==> src/rtl/io_out_fifo_if.sv <==
// ---------------------------------------------------------------------------
// io_out_fifo_if
// Bundles the CPU-side OUT write path and the peripheral-side drain
// handshake of the output FIFO.
//   slave  modport : used by the FIFO itself
//                    in : wr_en, wr_port, wr_data, out_ready
//                    out: stall, full, empty, count, out_valid,
//                         out_port, out_data
//   master modport : used by whatever drives the FIFO (CPU/peripheral
//                    model), with the directions reversed.
// ---------------------------------------------------------------------------
interface io_out_fifo_if #(
    parameter int WIDTH = 8,
    parameter int PBITS = 2,
    parameter int DEPTH = 4,
    parameter int AW    = $clog2(DEPTH)
);
    logic             wr_en;
    logic [PBITS-1:0] wr_port;
    logic [WIDTH-1:0] wr_data;
    logic             stall;
    logic             full;
    logic             empty;
    logic [AW:0]      count;
    logic             out_valid;
    logic [PBITS-1:0] out_port;
    logic [WIDTH-1:0] out_data;
    logic             out_ready;

    modport slave (
        input  wr_en, wr_port, wr_data, out_ready,
        output stall, full, empty, count, out_valid, out_port, out_data
    );

    modport master (
        output wr_en, wr_port, wr_data, out_ready,
        input  stall, full, empty, count, out_valid, out_port, out_data
    );
endinterface

==> src/rtl/io_out_fifo.sv <==
// ---------------------------------------------------------------------------
// io_out_fifo
// Output-side I/O buffer for the single-cycle CPU. Each OUT instruction
// pushes a {port, data} pair; an external peripheral drains the head entry
// through a valid/ready handshake. When the buffer is full, a write raises
// stall so the control unit holds the PC and retries the OUT instruction.
// Ports:
//   clk    : rising-edge clock
//   reset  : asynchronous, active-high; empties the buffer
//   bus    : io_out_fifo_if.slave (write path, flags, head, out_ready)
// ---------------------------------------------------------------------------
module io_out_fifo #(
    parameter int WIDTH = 8,
    parameter int PBITS = 2,
    parameter int DEPTH = 4,
    parameter int AW    = $clog2(DEPTH)
) (
    input  logic             clk,
    input  logic             reset,
    io_out_fifo_if.slave     bus
);
    typedef logic [PBITS+WIDTH-1:0] entry_t;

    entry_t      mem_q [DEPTH];
    entry_t      mem_d [DEPTH];
    logic [AW-1:0] wp_q, wp_d;
    logic [AW-1:0] rp_q, rp_d;
    logic [AW:0]   count_q, count_d;
    logic          full_q, full_d;
    logic          empty_q, empty_d;
    logic          push;
    logic          pop;
    entry_t        head;

    // A push is refused while full (no write-through); a pop needs a valid head.
    assign push = bus.wr_en & ~full_q;
    assign pop  = ~empty_q & bus.out_ready;

    // Storage update; only the slot at the write pointer changes on a push.
    always_comb begin
        mem_d = mem_q;
        if (push) begin
            mem_d[wp_q] = {bus.wr_port, bus.wr_data};
        end
    end

    // Storage holds no meaningful state after reset, so it is not cleared.
    always_ff @(posedge clk) begin
        mem_q <= mem_d;
    end

    // Pointer, count and flag next-state. Pointers wrap naturally because
    // DEPTH is a power of two; flags are derived from the next count so they
    // come straight out of flops.
    always_comb begin
        wp_d    = wp_q;
        rp_d    = rp_q;
        count_d = count_q;
        if (push) begin
            wp_d = wp_q + AW'(1);
        end
        if (pop) begin
            rp_d = rp_q + AW'(1);
        end
        if (push && !pop) begin
            count_d = count_q + (AW+1)'(1);
        end else if (pop && !push) begin
            count_d = count_q - (AW+1)'(1);
        end
        full_d  = (count_d == (AW+1)'(DEPTH));
        empty_d = (count_d == '0);
    end

    always_ff @(posedge clk or posedge reset) begin
        if (reset) begin
            wp_q    <= '0;
            rp_q    <= '0;
            count_q <= '0;
            full_q  <= 1'b0;
            empty_q <= 1'b1;
        end else begin
            wp_q    <= wp_d;
            rp_q    <= rp_d;
            count_q <= count_d;
            full_q  <= full_d;
            empty_q <= empty_d;
        end
    end

    // Head is a plain combinational read, so it stays put until a pop moves rp.
    assign head          = mem_q[rp_q];
    assign bus.out_port  = head[PBITS+WIDTH-1:WIDTH];
    assign bus.out_data  = head[WIDTH-1:0];
    assign bus.out_valid = ~empty_q;
    assign bus.full      = full_q;
    assign bus.empty     = empty_q;
    assign bus.count     = count_q;

    // stall depends only on wr_en and the registered flag, never on out_ready,
    // so there is no combinational loop through the peripheral.
    assign bus.stall     = bus.wr_en & full_q & ~reset;
endmodule

==> src/flat_wrapper.sv <==
// flat-port wrapper written by rule: the top's interface ports become plain ports
module io_out_fifo_flat 
#(
    parameter int WIDTH = 8,
    parameter int PBITS = 2,
    parameter int DEPTH = 4,
    parameter int AW    = $clog2(DEPTH)
)
  (clk, reset, bus_wr_en, bus_wr_port, bus_wr_data, bus_out_ready, bus_stall, bus_full, bus_empty, bus_count, bus_out_valid, bus_out_port, bus_out_data);
  io_out_fifo_if #(.WIDTH(WIDTH), .PBITS(PBITS), .DEPTH(DEPTH), .AW(AW)) bus_i ();
  input  logic clk;
  input  logic reset;
  input wire logic [$bits(bus_i.wr_en)-1:0] bus_wr_en;
  input wire logic [$bits(bus_i.wr_port)-1:0] bus_wr_port;
  input wire logic [$bits(bus_i.wr_data)-1:0] bus_wr_data;
  input wire logic [$bits(bus_i.out_ready)-1:0] bus_out_ready;
  output wire logic [$bits(bus_i.stall)-1:0] bus_stall;
  output wire logic [$bits(bus_i.full)-1:0] bus_full;
  output wire logic [$bits(bus_i.empty)-1:0] bus_empty;
  output wire logic [$bits(bus_i.count)-1:0] bus_count;
  output wire logic [$bits(bus_i.out_valid)-1:0] bus_out_valid;
  output wire logic [$bits(bus_i.out_port)-1:0] bus_out_port;
  output wire logic [$bits(bus_i.out_data)-1:0] bus_out_data;
  assign bus_i.wr_en = bus_wr_en;
  assign bus_i.wr_port = bus_wr_port;
  assign bus_i.wr_data = bus_wr_data;
  assign bus_i.out_ready = bus_out_ready;
  assign bus_stall = bus_i.stall;
  assign bus_full = bus_i.full;
  assign bus_empty = bus_i.empty;
  assign bus_count = bus_i.count;
  assign bus_out_valid = bus_i.out_valid;
  assign bus_out_port = bus_i.out_port;
  assign bus_out_data = bus_i.out_data;
  io_out_fifo #(.WIDTH(WIDTH), .PBITS(PBITS), .DEPTH(DEPTH), .AW(AW)) u_core (.clk(clk), .reset(reset), .bus(bus_i));
endmodule
==> config.mk <==
export PLATFORM = sky130hd
export DESIGN_NAME = io_out_fifo_flat
export DESIGN_NICKNAME = d
export VERILOG_FILES = /design/src/rtl/io_out_fifo_if.sv /design/src/rtl/io_out_fifo.sv /design/src/flat_wrapper.sv
export SDC_FILE = /design/constraint.sdc
export NUM_CORES = 1
export LEC_CHECK = 0
export ABC_AREA = 1
export CAP_MARGIN = 20
export CORE_MARGIN = 1
export CORE_UTILIZATION = 45
export DETAILED_ROUTE_END_ITERATION = 12
export GPL_TIMING_DRIVEN = 0
export PLACE_DENSITY_LB_ADDON = 0.15
export SYNTH_ARGS = -nofsm -noshare
export SYNTH_HDL_FRONTEND = slang
export SYNTH_SLANG_ARGS = --single-unit
export TNS_END_PERCENT = 20
==> constraint.sdc <==
create_clock -name clk -period 2.75 [get_ports clk]
set_clock_uncertainty 0.05 [all_clocks]
set_input_delay 0.55 -clock clk [delete_from_list [all_inputs] [get_ports clk]]
set_output_delay 0.55 -clock clk [all_outputs]
set_load 0.05 [all_outputs]
==> insert_results.sql <==
INSERT INTO impl_metrics (metric_group, metric, value, unit) VALUES
('timing', 'report.final.slew_viol_count', '0', ''),
('job', 'drv.max_cap_violation_count', '0', ''),
('die', 'placeableCoreArea', '4470', 'µm²'),
('critical_path', 'crit_arrival', '2.02', 'ns'),
('clocking', 'clk-insertion-delay-late', '0.29', 'ns'),
('power_and_ir_drop', 'cellPowerDensity', '1210', 'nW/µm²'),
('placement', 'buffer_ports.inserted', '30', ''),
('timing', 'layout_min_cycle_time', '2.62', 'ns'),
('outcome', 'outcome', 'complete, no violations', ''),
('global_route', 'pin_count_of_the_biggest_net_entering_global_routing', '15', ''),
('placement', 'globalplace.congestion', '0.901', ''),
('yosys', 'post_synth_fa_ha_maj_area_fraction', '3.51', '%'),
('critical_path', 'critical_path.reg2reg.startpoint', 'u_core.wp_q[1]', ''),
('global_route', 'initial_antenna_violation_count', '0', ''),
('yosys', 'syn_area', '2140', 'µm²'),
('yosys', 'synth-compound-area-share', '8.07', '%'),
('clocking', 'cts_buffers', '5', ''),
('placement', 'place_ws', '-0.0166', 'ns'),
('final_layout', 'area.growth.synth_to_final', '20.4', '%'),
('yosys', 'yosysWarnings', '0', ''),
('timing', 'fmax', '0.382', 'GHz'),
('final_layout', 'mostFrequentLayoutCell', 'sky130_fd_sc_hd__edfxtp_1', ''),
('critical_path', 'setup.worst_path.end_class', 'output port', ''),
('final_layout', 'drive_gt1_share', '14.4', '%'),
('yosys', 'synthDistinctLibCells', '20', ''),
('critical_path', 'reg2reg_setup_slack', '0.90', 'ns'),
('routing', 'ant_nets', '0', ''),
('timing', 'worst_slack', '0.130', 'ns'),
('yosys', 'synth_top_family_by_area', 'simple AND/OR/NAND/NOR gates', ''),
('clocking', 'cts_num_sinks', '49', ''),
('routing', 'remaining_drcs', '0', ''),
('global_route', 'grtUsageTotal', '19.3', '%'),
('power_and_ir_drop', 'power.total', '3.12', 'mW'),
('critical_path', 'r2r_end', 'u_core.mem_q[29]', ''),
('critical_path', 'crit_path_start_kind', 'register', ''),
('critical_path', 'critical_path.max_fanout', '10', ''),
('clocking', 'h-tree-depth', '2', ''),
('critical_path', 'worst-r2r-cell-count', '4', ''),
('final_layout', 'final_net_count', '241', ''),
('global_route', 'first_global_vias', '1489', ''),
('routing', 'number_of_detailed_route_iterations_in_the_first_pass', '6', ''),
('yosys', 'synthCells', '183', ''),
('critical_path', 'critical_path_required', '2.15', 'ns'),
('final_layout', 'antenna_cells_inserted', '0', ''),
('yosys', 'synth-simple-area-share', '15.4', '%'),
('yosys', 'synth-xor-area-share', '1.23', '%'),
('yosys', 'synth_sequential_area_ratio', '66.8', '%'),
('routing', 'detail_route.iter0.violations', '122', ''),
('timing', 'setup-violations-final', '0', ''),
('power_and_ir_drop', 'power.static_leakage', '1.03', 'nW'),
('global_route', 'globalRoute.totalOverflow', '0', ''),
('die', 'die_width', '70.9', 'µm'),
('power_and_ir_drop', 'power.ir.vdd_worst', '566', 'µV'),
('final_layout', 'fillCellCount', '374', ''),
('die', 'die_height', '70.9', 'µm'),
('clocking', 'cts_max_path_buffers', '2', ''),
('clocking', 'worst_setup_hold_path_clk_slew', '0.08', 'ns'),
('final_layout', 'final_design_area_no_fill', '2570', 'µm²'),
('timing', 'timing_worst_slew_pin_value', '0.998', 'ns'),
('clocking', 'cts_root_buffer', 'sky130_fd_sc_hd__clkbuf_8', ''),
('timing', 'min_period_over_period', '95.3', '%'),
('placement', 'dpl_cell_area', '2500', 'µm²'),
('yosys', 'synth_area_per_cell', '11.7', 'µm²'),
('critical_path', 'critical_path_class', 'register to output port', ''),
('clocking', 'tritoncts', 'yes', ''),
('routing', 'dr_total_vias', '1431', ''),
('routing', 'wirelength', '4.34', 'mm'),
('yosys', 'syn_nets', '203', ''),
('placement', 'dp.final_hpwl', '3.06', 'mm'),
('worst_hold_path', 'timing.hold.worst.class', 'input pin to async pin', ''),
('die', 'initial_utilization', '47.8', '%'),
('routing', 'wl_per_cell', '15.8', 'µm'),
('die', 'dieArea', '5030', 'µm²'),
('yosys', 'post_synth_mux_area_share', '0', '%'),
('global_route', 'grt_first_pass_wirelength', '7.10', 'mm'),
('timing', 'unrepaired_setup_endpoints_after_global_routing', 'no', ''),
('die', 'num_rows', '24', ''),
('timing', 'timing.slew.headroom', '33.2', '%'),
('final_layout', 'highest_count_cells_in_the_layout_ignoring_fill_and_taps', '40 x sky130_fd_sc_hd__edfxtp_1, 27 x sky130_fd_sc_hd__nor2_1, 22 x sky130_fd_sc_hd__o21ai_0', ''),
('timing', 'timing_hold_violations_final', '0', ''),
('die', 'io_pins', '31', ''),
('routing', 'post_drt_via_cell_ratio', '5.22', ''),
('yosys', 'ys_seq_elements', '49', '');
synthesized netlist by cell type (all sizes together):
library cell   n  area share (%)
buf            1            0.23
clkbuf         5            0.88
dfrtp          8             9.4
dfstp          1             1.2
edfxtp        40              56
ha             6             3.5
inv           22             3.9
nand2         28             7.4
nand3          4             1.2
nor2          32             6.7
nor3           1            0.23
o21ai         22             5.1
o22ai         10             2.9
xor2           3             1.2
through the flow:
stage,instances,hold WS [ns],util (%),setup TNS (ns)
after floorplan,183,0.327,-,0
after global placement,265,0.522,56.0,0
after detailed placement,265,0.563,56.0,-0.0166
after CTS,273,0.512,57.5,0
after global routing,274,0.557,57.6,0
final,274,0.514,57.6,0
worst max-delay path: stages (launching register included):
cell                              delay, ns
sky130_fd_sc_hd__dfrtp_1               0.40
sky130_fd_sc_hd__inv_1                 0.08
sky130_fd_sc_hd__clkbuf_1              0.37
sky130_fd_sc_hd__o21ai_0               0.16
sky130_fd_sc_hd__o22ai_1               0.18
sky130_fd_sc_hd__clkdlybuf4s15_1       0.52
kinds of logic (layout without fill, tap and decap cells):
| group | Yosys count | after routing |
|---|---|---|
| AOI/OAI and AO/OA | 32 | 32 |
| xor gates and xnor gates | 3 | 3 |
| buffers and inverters | 28 | 67 |
| and+or+nand+nor | 65 | 65 |
| DFF | 49 | 49 |
| adders and majority gates | 6 | 6 |
sequential cells by signal (all words and copies together), names as in the netlist:
register and cells:
u_core.bus.full 1, u_core.rp_q 2, u_core.bus.count 3, u_core.mem_q 40, u_core.wp_q 2, u_core.bus.empty 1
metal layers:
metal,vias up,global-route usage (%),share of wire (%)
li1,691,-,-
met1,701,23.5,43
met2,33,34.1,52
met3,6,3.13,3.2
met4,0,8.00,1.4
met5,-,0,0
final cells by class:
cell class / count / area [µm²] / share of cell area [%]
buffer: 6 / 23.8 / 0.923
clock buffer: 6 / 72.6 / 2.82
clock inverter: 2 / 10.0 / 0.389
inverter: 22 / 82.6 / 3.21
multi-input combinational: 106 / 604 / 23.5
sequential: 49 / 1430 / 55.4
tap: 52 / 65.1 / 2.53
timing repair buffer: 31 / 289 / 11.2
power by group:
part / internal, mW / leakage (nW) / total, mW / switching (mW)
clock network: 0.176 / 0.0450 / 0.396 / 0.220
registers: 1.00 / 0.473 / 1.09 / 0.0856
logic: 0.446 / 0.514 / 1.63 / 1.18
worst max-delay path by stage:
stage / startpoint / to / slack [ns] / cells after the start
floorplan: u_core.bus.full / bus_stall / 0.30 / 2
global placement: bus_wr_en / bus_stall / 0.007 / 4
detailed placement: bus_wr_en / bus_stall / -0.02 / 4
CTS: u_core.rp_q[0] / bus_out_data[7] / 0.12 / 5
global route: u_core.rp_q[0] / bus_out_data[2] / 0.0001 / 5
finish: u_core.rp_q[0] / bus_out_data[2] / 0.13 / 5
timing repair:
item	in CTS	in global routing
hold buffers	0	0
gates resized for setup	11	6
setup buffers	0	0
setup endpoints to repair	11	4
No activity file was read; power rests on OpenSTA's default activity.
==> RTL change (same settings) <==
`WIDTH` is set to 8 in 3 places; all go to 6.
--- a/src/rtl/io_out_fifo_if.sv
+++ b/src/rtl/io_out_fifo_if.sv
@@ -10,7 +10,7 @@
 //                    model), with the directions reversed.
 // ---------------------------------------------------------------------------
 interface io_out_fifo_if #(
-    parameter int WIDTH = 8,
+    parameter int WIDTH = 6,
     parameter int PBITS = 2,
     parameter int DEPTH = 4,
     parameter int AW    = $clog2(DEPTH)
--- a/src/rtl/io_out_fifo.sv
+++ b/src/rtl/io_out_fifo.sv
@@ -10,7 +10,7 @@
 //   bus    : io_out_fifo_if.slave (write path, flags, head, out_ready)
 // ---------------------------------------------------------------------------
 module io_out_fifo #(
-    parameter int WIDTH = 8,
+    parameter int WIDTH = 6,
     parameter int PBITS = 2,
     parameter int DEPTH = 4,
     parameter int AW    = $clog2(DEPTH)
--- a/src/flat_wrapper.sv
+++ b/src/flat_wrapper.sv
@@ -1,7 +1,7 @@
 // flat-port wrapper written by rule: the top's interface ports become plain ports
 module io_out_fifo_flat 
 #(
-    parameter int WIDTH = 8,
+    parameter int WIDTH = 6,
     parameter int PBITS = 2,
     parameter int DEPTH = 4,
     parameter int AW    = $clog2(DEPTH)
Interface: changed (resized bus_out_data and bus_wr_data); port bits go from 31 to 27. No check against the original RTL was run, so the function may have changed too.
==> RTL change against the original RTL <==
Setup slack worse by 0.0091 ns. Critical path depth is 1 higher. Sequential cell count is 8 lower. Area after synthesis is 14% lower. Via count is 13% lower. Global-route usage is 0.14 points lower. Power is 12% lower. Die area is 14% lower. Wire length is 18% lower. Final area is 13% lower. Non-clock buffer count is 8 lower. Clock power is 1% higher. Register-to-register slack better by 0.07 ns. Critical endpoint is now bus_out_data[3].
==> RTL change: results (changes against the original RTL) <==
vias 1249 (-13%); DRT Wirelength 3.55 mm (-18%); list of most frequent post-synthesis cells 32 x edfxtp_1, 24 x nor2_1, 18 x nand2_1; Peak VDD IR 574 uV (+1.5%); max incr delay on CP 0.55 ns (+0.03 ns); first-pass GRT wire length 5.81 mm (-18%); r2r setup slk 0.97 ns (+0.07 ns); proportion of layout cells with a drive suffix above 1 17.9% (+3.4 points); largest net degree at the start of global routing 16 (+1); Setup WS pre-CTS -0.00228 ns (+0.0143 ns); worst slew pin tran 0.805 ns (-0.193 ns); overall routing resource usage 19.1% (-0.14 points); number of global-route vias before repair 1230 (-17%); max reg flops 32 (-20%); EDFF count, synth 32 (-20%); main area contributors after synthesis edfxtp_1 52%, dfrtp_1 11%, nor2_1 4.9%; DRT Pass-1 Iters 4 (-2); DRT iter0 DRCs 54 (-56%); placer congestion estimate 0.750 (-17%); dpl hpwl 2.45 mm (-20%); worst r2r src u_core.wp_q[0]$_DFFE_PP0P_; Placed Area 2160 sq um (-14%); Leak Pwr 0.920 nW (-11%); fillers 328 (-12%); status completed; Async SR Flop Fraction 22.0% (+3.6 points); IO Port Bufs 26 (-13%); Worst path slowest cell dlygate4sd2_1; syn nets 180 (-11%); fin nets 213 (-12%)
==> RTL change: changes by cell type after synthesis, sizes merged <==
cell / change
edfxtp: -8
o21ai: -4
o22ai: -2
buf: +2
nor2: -4
clkbuf: -5
==> RTL change: how the worst max path moves through the flow <==
stage                                          start               to  slack, ns  cells past startpoint
final                     u_core.rp_q[0]$_DFFE_PP0P_  bus_out_data[3]       0.12                      6
after global routing      u_core.rp_q[0]$_DFFE_PP0P_  bus_out_data[3]      0.005                      6
after CTS                 u_core.rp_q[0]$_DFFE_PP0P_  bus_out_data[2]       0.06                      6
after detailed placement                   bus_wr_en        bus_stall     -0.002                      4
after global placement                     bus_wr_en        bus_stall      0.005                      4
after floorplan            u_core.bus.full$_DFF_PP0_        bus_stall       0.30                      2
==> RTL change: critical path, delay by kind of cell, from the launching register on <==
family          cells  cell delay [ns]
flops               1             0.36
simple gates        1             0.08
compound gates      1             0.15
buf+inv             4             1.14
==> RTL change: metal layers <==
layer / track usage, % / part of all wire, %
met1: 23.6 / 44
met5: 0 / 0
met2: 30.2 / 48
met4: 8.15 / 1.7
met3: 6.72 / 6.3
==> RTL change: area by class of cell <==
type,count,area (sq um),area share [%]
Multi-Input combinational cell,96,552,24.6
Sequential cell,41,1190,53.0
Clock buffer,5,68.8,3.07
Timing Repair Buffer,26,249,11.1
Inverter,22,82.6,3.69
Clock inverter,3,25.0,1.12
Tap cell,48,60.1,2.68
Buffer,3,15.0,0.670
==> RTL change: stage by stage <==
stage	std cells	total power, mW	hold slack [ns]
floorplan	162	1.97	0.327
global placement	236	2.37	0.529
detailed placement	236	2.42	0.568
CTS	244	2.76	0.507
global route	244	2.92	0.529
finish	244	2.74	0.505
==> RTL change: timing repair <==
action	in CTS	in global routing
gates resized for setup	9	5
gates cloned	0	0
hold buffers	0	0
hold endpoints to repair	0	0
setup endpoints to repair	9	4
==> RTL change: logic make-up (layout without fill, tap and decap cells) <==
| family | count (synthesis) | in the layout | synth area share (%) |
|---|---|---|---|
| buffers and inverters | 25 | 59 | 5.31 |
| xor gates and xnor gates | 3 | 3 | 1.43 |
| AOI/OAI and AO/OA | 26 | 26 | 7.63 |
| DFF | 41 | 41 | 64.6 |
| adders and majority gates | 6 | 6 | 4.09 |
| and+or+nand+nor | 61 | 61 | 16.9 |
==> RTL change: where the power goes <==
part | leakage [nW] | internal, mW | switching (mW) | total, mW
Sequential | 0.400 | 0.842 | 0.0931 | 0.935
Clock | 0.0447 | 0.183 | 0.217 | 0.400
Combinational | 0.475 | 0.401 | 1.00 | 1.40
